===== src/rtl/finder_deser.sv =====
// finder_deser: serial-to-parallel feeder for finder A; optional parity via FINDER_DESER_PARITY_EN
module finder_deser #(
    parameter int WIDTH     = 8,
    parameter bit MSB_FIRST = 1'b1
) (
    input  logic                       clk,
    input  logic                       rst_n,
    input  logic                       clr,
    input  logic                       bit_in,
    input  logic                       bit_valid,
    output logic [WIDTH-1:0]           word,
    output logic                       word_valid,
    input  logic                       word_ready,
    output logic [$clog2(WIDTH+1)-1:0] bit_cnt,
    output logic                       overflow,
    output logic                       parity_err
);
    localparam int CW = $clog2(WIDTH+1);

    typedef enum logic [1:0] {IDLE, COLLECT, PARITY} state_t;

    state_t           state, state_nx;
    logic [WIDTH-1:0] sr, sr_nx, shifted, data;
    logic [CW-1:0]    cnt_nx;
    logic             done;
`ifdef FINDER_DESER_PARITY_EN
    logic             perr;
`endif

    assign shifted = MSB_FIRST ? {sr[WIDTH-2:0], bit_in} : {bit_in, sr[WIDTH-1:1]};

    // next-state: shift on valid bits, detect the completion edge
    always_comb begin
        state_nx = state;
        sr_nx    = sr;
        cnt_nx   = bit_cnt;
        data     = shifted;
        done     = 1'b0;
`ifdef FINDER_DESER_PARITY_EN
        perr     = 1'b0;
        if (bit_valid) begin
            if (state == PARITY) begin
                done     = 1'b1;
                data     = sr;
                perr     = ^{sr, bit_in};
                cnt_nx   = '0;
                state_nx = IDLE;
            end else begin
                sr_nx    = shifted;
                cnt_nx   = bit_cnt + 1'b1;
                state_nx = (bit_cnt == CW'(WIDTH-1)) ? PARITY : COLLECT;
            end
        end
`else
        if (bit_valid) begin
            sr_nx = shifted;
            if (state == COLLECT && bit_cnt == CW'(WIDTH-1)) begin
                done     = 1'b1;
                cnt_nx   = '0;
                state_nx = IDLE;
            end else begin
                cnt_nx   = bit_cnt + 1'b1;
                state_nx = COLLECT;
            end
        end
`endif
    end

    // collection state register
    always_ff @(posedge clk or negedge rst_n) begin
        if (!rst_n) begin
            state   <= IDLE;
            sr      <= '0;
            bit_cnt <= '0;
        end else if (clr) begin
            state   <= IDLE;
            sr      <= '0;
            bit_cnt <= '0;
        end else begin
            state   <= state_nx;
            sr      <= sr_nx;
            bit_cnt <= cnt_nx;
        end
    end

    // one-deep output buffer: load, drop with overflow, or consume
    always_ff @(posedge clk or negedge rst_n) begin
        if (!rst_n) begin
            word       <= '0;
            word_valid <= 1'b0;
            overflow   <= 1'b0;
        end else if (clr) begin
            word       <= '0;
            word_valid <= 1'b0;
            overflow   <= 1'b0;
        end else if (done && (!word_valid || word_ready)) begin
            word       <= data;
            word_valid <= 1'b1;
        end else if (done) begin
            overflow   <= 1'b1;
        end else if (word_ready) begin
            word_valid <= 1'b0;
        end
    end

`ifdef FINDER_DESER_PARITY_EN
    // sticky parity error
    always_ff @(posedge clk or negedge rst_n) begin
        if (!rst_n)
            parity_err <= 1'b0;
        else if (clr)
            parity_err <= 1'b0;
        else if (done && perr)
            parity_err <= 1'b1;
    end
`else
    assign parity_err = 1'b0;
`endif
endmodule


===== config.mk =====
export PLATFORM = sky130hd
export DESIGN_NAME = finder_deser
export DESIGN_NICKNAME = d
export VERILOG_FILES = /design/src/rtl/finder_deser.sv
export SDC_FILE = /design/constraint.sdc
export NUM_CORES = 1
export LEC_CHECK = 0
export CAP_MARGIN = 5
export CORE_MARGIN = 5
export CORE_UTILIZATION = 35
export CTS_CLUSTER_SIZE = 24
export DETAILED_ROUTE_END_ITERATION = 10
export GPL_TIMING_DRIVEN = 0
export RECOVER_POWER = 100
export SYNTH_ARGS = -nofsm -noshare
export SYNTH_HDL_FRONTEND = slang
export SYNTH_SLANG_ARGS = --single-unit

===== constraint.sdc =====
create_clock -name clk -period 3.32 [get_ports clk]
set_input_delay 0.83 -clock clk [delete_from_list [all_inputs] [get_ports clk]]
set_output_delay 0.83 -clock clk [all_outputs]
set_load 0.05 [all_outputs]

==> results of run 1 <==
logic make-up (layout without fill, tap and decap cells):
| group | count (synthesis) | count (layout) | share of synthesized area [%] |
|---|---|---|---|
| compound gates | 6 | 6 | 5.072 |
| fa+ha+maj | 1 | 1 | 1.208 |
| xor+xnor | 1 | 1 | 0.8456 |
| buf+inv | 6 | 29 | 3.623 |
| flops | 22 | 22 | 53.14 |
| mux | 16 | 16 | 15.46 |
| simple gates | 39 | 39 | 20.29 |
| other cells | 1 | 1 | 0.3620 |
state kept, by name (all words and copies together), names as in the netlist:
| register | count |
|---|---|
| sr | 7 |
| word | 8 |
| overflow | 1 |
| word_valid | 1 |
| state | 1 |
| bit_cnt | 4 |
power by group:
part           total [mW]  switching [mW]  internal, mW
sequential          0.276         0.00399         0.272
combinational      0.0483          0.0300        0.0184
clock               0.148          0.0815        0.0670
stage by stage:
stage	cell area, sq um	setup slack (ns)	hold slack, ns	power (mW)
floorplan	1036	1.686	0.4380	0.3110
finish	1279	0.8624	0.4911	0.4731
global route	1279	0.7969	0.5394	0.4944
global placement	1265	0.9659	0.4556	0.3320
CTS	1301	0.9031	0.4962	0.4836
detailed placement	1265	0.9675	0.4660	0.3326
cells in the mapped netlist:
master / instances
a2111o_1: 1
a21o_2: 1
a31oi_1: 1
a41oi_1: 1
and2b_2: 1
and3b_2: 1
buf_2: 3
buf_4: 1
buf_6: 1
clkbuf_1: 1
conb_1: 1
dfrtp_1: 22
ha_1: 1
mux2i_1: 16
nand2_1: 6
nand2b_1: 17
nand3_1: 1
nor2_1: 12
nor3b_2: 1
o211ai_2: 1
o21ai_0: 1
xor2_1: 1
worst register-to-register path, stage by stage, from the launching register on:
cell and delay (ns):
dfrtp_1 0.43, ha_1 0.26, nand2_1 0.11, nor3b_1 0.19
clkbuf_1 0.49, mux2i_1 0.26
worst max-delay path by stage:
stage                     from  cells past startpoint  slack (ns)          to
finish              bit_cnt[1]                      1        0.86  bit_cnt[1]
global route        bit_cnt[0]                      1        0.80  bit_cnt[0]
CTS                 bit_cnt[2]                      1        0.90  bit_cnt[2]
detailed placement         clr                      5        0.97    overflow
global placement           clr                      5        0.97  word_valid
floorplan           word_ready                      4        1.69     word[0]
layout by cell type, fill, tap and decap left out, drive strengths merged:
cell / count
dfrtp: 22
nand2b: 17
dlygate4sd3: 17
mux2i: 16
nor2: 12
clkbuf: 9
nand2: 6
clkdlybuf4s50: 2
and3b: 1
a21o: 1
o21ai: 1
nand3: 1
a2111o: 1
o211ai: 1
and2b: 1
nor3b: 1
a31oi: 1
a41oi: 1
xor2: 1
ha: 1
buf: 1
conb: 1
metal layers:
layer | wire [microns] | vias up | global-route usage, %
met3 | 76 | 2 | 3.503
met1 | 902 | 354 | 12.42
met2 | 911 | 13 | 17.14
met5 | 0 | - | 0
met4 | 34 | 0 | 4.749
li1 | - | 351 | -
area by class of cell:
type / instances / area, sq um / area share [%]
Buffer: 6 / 26.28 / 2.055
Tap cell: 31 / 38.79 / 3.033
Multi-Input combinational cell: 64 / 436.7 / 34.15
Timing Repair Buffer: 19 / 190.2 / 14.87
Clock buffer: 4 / 36.28 / 2.838
Sequential cell: 22 / 550.5 / 43.05
==> results.toml, run 1 <==
[detailed_routing]
drt_iter0_drc = 19
dr.pass1.iters = 4
ant_nets = 0
vias = 720
finalWirelength_microns = 1925
viasPerCell = 4.932
routedWlPerCell_microns = 13.18
drc = 0

[cells_and_area]
layout-drive-gt1-share_pct = 6.087
stdcell_count = 146
n_fill_cell = 275
n_antenna_cell = 0
area_delta_synth_final_pct = 23.43
finalNetCount = 123
post-route-util_pct = 45.58

[worst_setup_path]
cp_data_arrival_time_ns = 1.63
timing.rr.start = "bit_cnt[1]"
worst-path-buf-inv = 1
critPathCaptureType = "primary output"
cp_slowest_stage_delay_ns = 0.89
reg2regPathDepth = 5
critical_path_class = "flop to primary output"
rrSetupSlack_ns = 1.52
crit_required_ns = 2.49
path_cells = "dlygate4sd3_1"
r2r-end = "word[2]"
path_max_fanout = 4
startpoint_type = "flop"
critPathTopFamily = "buffers and inverters"
crit_slowest_cell = "dlygate4sd3_1"

[clock_network]
cts.reportedPaths.clkPinSlew_ns = 0.12
cts_resized = 0
cts-buffers-inserted = 3
cts_root_buffer = "clkbuf_4"
htreeDepth = 1
insertion_delay_ns = 0.31
post_cts_buffers = 0
cts_buffer_depth = 2
cts_tree = "yes"
clock-sinks = 22
hold_buffers = 0

[timing]
finalHoldViolCount = 0
period_needed_ns = 2.458
finalMaxSlewViolations = 0
setup_tns_ns = 0
post-route-period-util_pct = 74.03
tightest_slew_ns = 0.9914
relSlewSlack_pct = 33.69
setup-violations-final = 0
timing.fmax_ghz = 0.4069
worst_clock_skew_ns = 0.006942
rsz0062_at_grt = "false"

[placed_design]
placed_cells = 142
port_buffers = 19
hpwlAfterDp_microns = 1372
place.gp.congestion = 0.6960

[hold_path]
hp-class = "flop to flop"
min_to = "state[0]"
holdPathStages = 2
hp-start = "state[0]"

[floorplan]
placementRows = 19
chipWidth_microns = 64.41
coreArea_sq_mm = 0.002805
die_area_sq_mm = 0.004148
ios = 21
die_h_microns = 64.41
start_util_pct = 36.93

[global_routing]
grt_max_degree = 23
grt_pass1_wl_microns = 3394
grt-ovfl-total = 0
grt_use_total_pct = 10.46
grt_pass1_vias = 736
antenna_found_initial = 0

[power_and_ir_drop]
power.leakage_nw = 0.6033
vdd_ir_drop_max_mv = 0.2474
cellPowerDensity_mw_per_mm2 = 369.9

[yosys]
ys_seq_area_share_pct = 53.14
yosysWarnings = 0
syn_area_sq_mm = 0.001036
synth_cell_types = 22
synth_area_leaders = "dfrtp_1, mux2i_1, nand2b_1"
synthCells = 92
ys_seq_elements = 22
synth.avg_cell_area_sq_um = 11.26
synthesis.nets = 99
yosys.area.top_type_share_pct = 53.14
yosysTopAreaCell = "dfrtp_1"

[flow_run]
max_cap_viol_count = 0

[status]
outcome = "finished clean"
(Power assumes the default switching activity.)
==> run 2: changes to the inputs <==
==> constraint.sdc (replaced) <==
create_clock -name clk -period 2.4 [get_ports clk]
set_input_delay 0.6 -clock clk [delete_from_list [all_inputs] [get_ports clk]]
set_output_delay 0.6 -clock clk [all_outputs]
set_load 0.05 [all_outputs]
==> results of run 2 <==
The final DEF is identical to that of run 1. Status: finished clean.
Main changes from that run: setup slack after placement 0.9675 ns -> 0.2775 ns; setup slack after layout 0.8624 ns -> 0.1724 ns; register-to-register setup slack 1.52 ns -> 0.60 ns; total power 0.4731 mW -> 0.6544 mW; worst IR drop on VDD 0.2474 mV -> 0.3422 mV
